--- src/rtl/instr_queue.sv ---
// Instruction queue: DEPTH-entry circular FIFO of IW-bit words that exposes the
// head entry's opcode and address fields, with a sticky overflow flag.
module instr_queue #(
   parameter int IW    = 16,
   parameter int OPW   = 3,
   parameter int AW    = 6,
   parameter int DEPTH = 4
) (
   input  logic                     clk,
   input  logic                     rst,
   input  logic                     ce,
   input  logic                     flush,
   input  logic                     in_valid,
   output logic                     in_ready,
   input  logic [IW-1:0]            in_data,
   output logic                     out_valid,
   input  logic                     out_ready,
   output logic [OPW-1:0]           code_op,
   output logic [AW-1:0]            ADR_RI,
   output logic [$clog2(DEPTH):0]   count,
   output logic                     ovf
);

   localparam int PW = $clog2(DEPTH);
   localparam int CW = PW + 1;

   logic [IW-1:0] mem [DEPTH];
   logic [PW-1:0] wr_ptr;
   logic [PW-1:0] rd_ptr;
   logic [IW-1:0] head;
   logic          head_unused;
   logic          push;
   logic          pop;
   logic          refuse;

   // A full queue refuses a push even if the head is retired in the same cycle.
   assign in_ready  = (count < CW'(DEPTH));
   assign out_valid = (count != '0);

   // Flush masks every other event; nothing happens while ce is low.
   assign push   = ce & ~flush & in_valid & in_ready;
   assign pop    = ce & ~flush & out_valid & out_ready;
   assign refuse = ce & ~flush & in_valid & ~in_ready;

   // Stale storage is masked so an empty queue always shows zero fields.
   assign head        = mem[rd_ptr];
   assign head_unused = ^head;
   assign code_op     = out_valid ? head[IW-1 -: OPW] : '0;
   assign ADR_RI      = out_valid ? head[AW-1:0]      : '0;

   always_ff @(posedge clk) begin
      if (push) begin
         mem[wr_ptr] <= in_data;
      end
   end

   always_ff @(posedge clk or negedge rst) begin
      if (!rst) begin
         wr_ptr <= '0;
         rd_ptr <= '0;
         count  <= '0;
         ovf    <= 1'b0;
      end else if (ce) begin
         if (flush) begin
            wr_ptr <= '0;
            rd_ptr <= '0;
            count  <= '0;
            ovf    <= 1'b0;
         end else begin
            if (push) begin
               wr_ptr <= wr_ptr + PW'(1);
            end
            if (pop) begin
               rd_ptr <= rd_ptr + PW'(1);
            end
            case ({push, pop})
               2'b10:   count <= count + CW'(1);
               2'b01:   count <= count - CW'(1);
               default: count <= count;
            endcase
            if (refuse) begin
               ovf <= 1'b1;
            end
         end
      end
   end

endmodule
--- config.mk ---
export PLATFORM = sky130hd
export DESIGN_NAME = instr_queue
export DESIGN_NICKNAME = d
export VERILOG_FILES = /design/src/rtl/instr_queue.sv
export SDC_FILE = /design/constraint.sdc
export NUM_CORES = 1
export LEC_CHECK = 0
export CAP_MARGIN = 20
export CORE_AREA = 2 2 77 79
export DETAILED_ROUTE_END_ITERATION = 8
export DIE_AREA = 0 0 79 81
export SLEW_MARGIN = 5
export SYNTH_ARGS = -nofsm -noshare
export SYNTH_HDL_FRONTEND = slang
export SYNTH_SLANG_ARGS = --single-unit
--- constraint.sdc ---
create_clock -name clk -period 2.6 [get_ports clk]
set_input_delay 0.26 -clock clk [delete_from_list [all_inputs] [get_ports clk]]
set_output_delay 0.26 -clock clk [all_outputs]
set_load 0.05 [all_outputs]
==> metrics.csv, run 1 <==
metric;value;unit
gr-usage-all-layers;0.118;
vias_per_cell;4.70;
finalCriticalPeriod;2.21;ns
grt_antenna_before_repair;0;
yosys_most_used_dff;edfxtp_1;
yosysWarnings;0;
yosys-top-cells-count;36 x edfxtp_1, 13 x and2_1, 9 x mux4_2, 8 x dfrtp_1, 7 x nand2_1;
first_iter_violations;51;
wl_per_cell;15.7;µm
synth-edff-count;36;
top_layer;met4;
switchingPower;0.962;mW
worstSetupEndpointType;primary output;
clkTransAtPathRegs;0.08;ns
fillers;541;
worstPathArrival;1.95;ns
cp-start-kind;register;
gp_congestion;0.701;
seq_area_frac_synth;0.685;
synthArstFlopShare;0.182;
post_route_cells_drive_above_1_share;0.229;
grt_pass1_vias;1118;
power_frac_comb;0.438;
hold_path_class;in2async;
coreArea;0.00568;mm²
post-place-ws;0.340;ns
overflow;0;
clock_latency;0.29;ns
status;complete, no violations;
synth.top_cell.area_share;0.578;
maxSlewViolCount;0;
synthCells;108;
start_util;0.329;
cts-hold-fix-buffers;0;
setup-tns-final;0;ns
dpl.hpwl;2430;µm
yosysMostFrequentCell;edfxtp_1;
grt_max_degree;15;
numCtsBuffers;5;
synth_area_leaders;edfxtp_1 58%, mux4_2 11%, dfrtp_1 11%;
first_pass_iters;4;
power.clock.fraction;0.204;
synth.distinct_cells;27;
wl_met2;1720;µm
fin_crit_sh;0.849;
post_cts_buffers;0;
maxCapViolCount;0;
clock_path_buffers;2;
numPortBuffers;29;
fin_ws;0.393;ns
sw_frac_of_total;0.390;
final.setup_skew;0.00583;ns
layout.nets;170;
p_seq_frac;0.358;
synth_area;0.00187;mm²
p_leak;0.829;nW
dieArea;0.00640;mm²
cts_root_buffer;clkbuf_8;
internal-power;1.50;mW
die_y;81;µm
ir_worst_vdd;508;µV
wl_met3;170;µm
synth_nets;135;
slew_headroom;0.642;
vias;1030;
worst-path-max-fanout;13;
area_growth;25.7;%
wl;3450;µm
core.rowCount;28;
power.density;1050;mW/mm²
fmax;0.453;GHz
crit_type;reg2out;
ys_ff_latch;44;
io_pins;37;
drc;0;
r2r_setup_slack;0.40;ns
detail-route-antenna-nets;0;
cts_tree;done;
met1_length;1510;µm
antenna_cells;0;
cts-resized-gates;0;
hold_viol_final;0;
grt_pass1_wl;5520;µm
synth_top_cell_by_area;edfxtp_1;
syn_area_per_cell;17.3;µm²
cts.sinks;44;
die_width;79;µm
critPathRequiredTime;2.34;ns
finalSetupViolCount;0;
tightest_slew;0.537;ns
fin_area;0.00235;mm²
fin_total_pwr;2.47;mW
rsz0062_at_grt;false;
place_area;0.00224;mm²
htreeDepth;2;
-- logic make-up after synthesis --
group                      after synthesis  synth area share
buffers and inverters                    9            0.0201
adders and majority gates                5            0.0375
DFF                                     44             0.685
muxes                                   11             0.120
AOI/OAI and AO/OA                       11            0.0402
and+or+nand+nor                         26            0.0877
xor gates and xnor gates                 2           0.00937
-- worst max-delay path, cell delays in order (launching register included) --
cell	delay (ns)
dfrtp_1	0.43
or3_4	0.50
clkdlybuf4s50_1	0.73
-- sequential cells by signal, summed over array words and instances (netlist names) --
name and cells:
count 3, rd_ptr 2, mem 36, wr_ptr 2, ovf 1
-- layer usage --
layer	track usage	vias to the layer above
met5	0	-
met4	0.0466	0
met3	0.0344	5
met2	0.201	29
met1	0.143	516
li1	-	480
-- power groups by stage --
stage | registers, mW | logic [mW] | clock network (mW)
5_1_grt | 0.892 | 1.15 | 0.545
4_1_cts | 0.884 | 1.10 | 0.517
2_1_floorplan | 0.964 | 0.684 | 0
3_3_place_gp | 0.892 | 1.08 | 0
3_5_place_dp | 0.898 | 1.10 | 0
6_report | 0.883 | 1.08 | 0.502
-- layout make-up --
| cell class | instances | area, µm² | area share |
|---|---|---|---|
| tap | 75 | 93.8 | 0.0399 |
| sequential | 44 | 1280 | 0.545 |
| clock inverter | 3 | 42.5 | 0.0181 |
| multi-input combinational | 55 | 551 | 0.234 |
| inverter | 4 | 15.0 | 0.00639 |
| timing repair buffer | 33 | 298 | 0.127 |
| clock buffer | 5 | 68.8 | 0.0293 |
-- worst paths after layout --
kind	startpoint	endpoint	depth (start not counted)
worst max-delay path	count[0]$_DFFE_PN0P_	out_valid	2
worst min-delay path	rst	count[2]$_DFFE_PN0P_	1
worst max register to register	count[0]$_DFFE_PN0P_	count[2]$_DFFE_PN0P_	8
worst min register to register	ovf$_DFFE_PN0P_	ovf$_DFFE_PN0P_	2
max in group asynchronous	rst	rd_ptr[0]$_DFFE_PN0P_	1
min in group clk	ovf$_DFFE_PN0P_	ovf$_DFFE_PN0P_	2
-- per-stage QoR --
stage          hold slack [ns]  std cells   util
3_5_place_dp             0.566        211  0.394
3_3_place_gp             0.523        211  0.394
5_1_grt                  0.288        219  0.414
6_report                 0.267        219  0.414
2_1_floorplan          -0.0356        108      -
4_1_cts                  0.264        219  0.414
-- cells in the final DEF (no fill, tap or decap), drive strengths merged, types with 2 or more instances in the layout --
cell type and n:
a21oi 2, and2 13, buf 13, clkbuf 5
clkdlybuf4s50 20, clkinv 2, dfrtp 8, edfxtp 36
ha 4, inv 4, mux4 9, nand2 7
o21ai 3, xnor2 2
Power figures use the tool's default switching activity.
==> run 2, diff against run 1 <==
- clock period: 2.6 -> 1.9 ns (I/O delays scaled with it)
==> run 2 against run 1 <==
  * The run now ends with negative setup slack left
  * Flip-flop and latch count unchanged
  * Clock-buffer cell count unchanged
  * Sequential share of layout area is 4.9 points lower
  * Utilization up 4.3 points
  * Critical path depth is 6 higher
  * Non-clock buffer count grew 15
  * Via count increased by 8.2%
  * Hold slack got worse by 0.068 ns
  * Clock power increased by 63%
==> metrics.csv, run 2 (synthesized netlist as in run 1, its figures left out) <==
metric;value;unit;change
gp_congestion;0.747;;was 0.701
violations;negative setup slack;;
post_route_cells_drive_above_1_share;0.405;;was 0.229
ir_worst_vdd;719;µV;was 508 µV
grt_max_degree;14;;was 15
p_leak;0.953;nW;was 0.829 nW
first_pass_iters;4;;unchanged
fin_ws;-0.0364;ns;was 0.393 ns
die_width;79;µm;unchanged
crit_buf_inv;0;;was 1
final_cell_mix;36 x edfxtp_1, 18 x clkdlybuf4s50_1, 18 x buf_4;;was 36 x edfxtp_1, 20 x clkdlybuf4s50_1, 13 x and2_1, 13 x buf_4, 9 x mux4_2
numPortBuffers;29;;unchanged
wl_met2;1880;µm;was 1720 µm
clock_latency;0.29;ns;about the same
worstSetupEndpointType;register;;was primary output
finalHoldWorstSlack;0.199;ns;was 0.267 ns
slew_headroom;0.664;;was 0.642
dpl.hpwl;2470;µm;was 2430 µm
dieArea;0.00640;mm²;unchanged
detail-route-antenna-nets;0;;unchanged
final.setup_skew;0.00416;ns;was 0.00583 ns
cp-start-kind;register;;unchanged
fin_crit_sh;1.02;;
worst_path_dominant_cell_family;simple AND/OR/NAND/NOR gates;;was buffers and inverters
die_y;81;µm;unchanged
vias_per_cell;4.78;;was 4.70
layout_commonest_cell;edfxtp_1;;unchanged
power.density;1500;mW/mm²;was 1050 mW/mm²
area_growth;38.7;%;was 25.7%
cts.sinks;44;;unchanged
maxSlewViolCount;0;;unchanged
cts_root_buffer;clkbuf_8;;unchanged
drc;0;;unchanged
clkTransAtPathRegs;0.08;ns;about the same
cpMaxStageDelayCell;dfrtp_2;;was clkdlybuf4s50_1
largest_register_ffs;36;;unchanged
vias;1114;;was 1030
first_iter_violations;50;;was 51
core.rowCount;28;;unchanged
rsz0062_at_grt;true;;was false
fillers;516;;was 541
post-place-ws;-0.0469;ns;was 0.340 ns
grt_antenna_before_repair;0;;unchanged
layout.nets;185;;was 170
wl_per_cell;15.2;µm;was 15.7 µm
antenna_cells;0;;unchanged
largest_register;mem;;unchanged
coreArea;0.00568;mm²;unchanged
start_util;0.329;;unchanged
worst-path-max-fanout;3;;was 13
crit_type;reg2reg;;was reg2out
maxCapViolCount;0;;unchanged
clock_path_buffers;2;;unchanged
top_layer;met4;;unchanged
gr-usage-all-layers;0.119;;was 0.118
grt_pass1_vias;1173;;was 1118
cts_tree;done;;unchanged
io_pins;37;;unchanged
final_util;0.457;;was 0.414
hold_viol_final;0;;unchanged
fin_total_pwr;3.88;mW;was 2.47 mW
tightest_slew;0.502;ns;was 0.537 ns
fmax;0.516;GHz;
finalSetupViolCount;1;;was 0
reg.largest.list;mem: 36 flops, count: 3 flops;;unchanged
cts-hold-fix-buffers;0;;unchanged
wl;3550;µm;was 3450 µm
hold_path_class;in2async;;unchanged
status;finished, violations left;;was complete, no violations
worstPathArrival;2.10;ns;was 1.95 ns
critPathRequiredTime;2.07;ns;was 2.34 ns
met1_length;1460;µm;was 1510 µm
finalCriticalPeriod;1.94;ns;
numCtsBuffers;5;;unchanged
max_stage_delay;0.40;ns;was 0.73 ns
htreeDepth;2;;unchanged
wl_met3;161;µm;was 170 µm
cp_cell_sequence;or3_4 > nand4b_1 > nor2_1 > fa_2 > nor2b_1 > o21ai_0 > a32oi_1 > o41ai_1;;was or3_4 > clkdlybuf4s50_1
overflow;0;;unchanged
grt_pass1_wl;5600;µm;was 5520 µm
[run 2: cell count changes in the layout (fill, tap and decap cells not counted), moves of 4 or more]
| cell | before | now |
|---|---|---|
| and2_1 | 13 | 4 |
| and2_4 | 0 | 9 |
| buf_4 | 13 | 18 |
| buf_6 | 0 | 6 |
| dfrtp_1 | 8 | 4 |
| dfrtp_2 | 0 | 4 |
[run 2: routing by layer]
metal  up-vias  track usage
li1        512            -
met1       569        0.136
met2        28        0.216
met3         5       0.0311
met4         0       0.0414
met5         -            0
[run 2: power by group]
part | switching [mW] | leakage, nW | internal (mW) | total (mW)
combinational | 1.02 | 0.463 | 0.848 | 1.87
clock | 0.302 | 0.0642 | 0.517 | 0.819
sequential | 0.0643 | 0.426 | 1.13 | 1.19
[run 2: metrics by stage]
stage / cells / TNS [ns] / area (µm²)
after floorplan: 108 / -0.148 / 1880
after global placement: 224 / 0 / 2360
after detailed placement: 224 / -0.0667 / 2360
after CTS: 232 / -0.0340 / 2510
after global routing: 233 / -0.213 / 2590
final: 233 / -0.0364 / 2590
[run 2: area by class of cell]
class | instances | area, µm² | share of cell area
clock buffer | 5 | 68.8 | 0.0265
clock inverter | 2 | 60.1 | 0.0232
inverter | 4 | 15.0 | 0.00579
multi-input combinational | 55 | 576 | 0.222
sequential | 44 | 1290 | 0.496
tap | 75 | 93.8 | 0.0362
timing repair buffer | 48 | 493 | 0.190
[run 2: timing repair]
action                     CTS  global route
gates resized for setup      4            18
setup buffers                1             0
pin swaps                    0             3
setup endpoints to repair   10            10
cloned                       0             1
[run 2: final timing paths]
path,endpoint,slack (ns),from,cells past startpoint
hold reg to reg,ovf$_DFFE_PN0P_,0.54,ovf$_DFFE_PN0P_,2
setup / recovery,count[2]$_DFFE_PN0P_,-0.04,count[2]$_DFFE_PN0P_,8
hold / removal,ovf$_DFFE_PN0P_,0.20,rst,1
setup reg to reg,count[2]$_DFFE_PN0P_,-0.04,count[2]$_DFFE_PN0P_,8
min in group clk,mem[1][3]$_DFFE_PP_,0.52,in_data[3],1
max in group asynchronous,count[1]$_DFFE_PN0P_,1.38,rst,1
==> run 3, diff against run 2 <==
- CTS_CLUSTER_DIAMETER: default -> 40
==> results of run 3 <==
Final layout, timing and power as in run 2 (identical DEF).
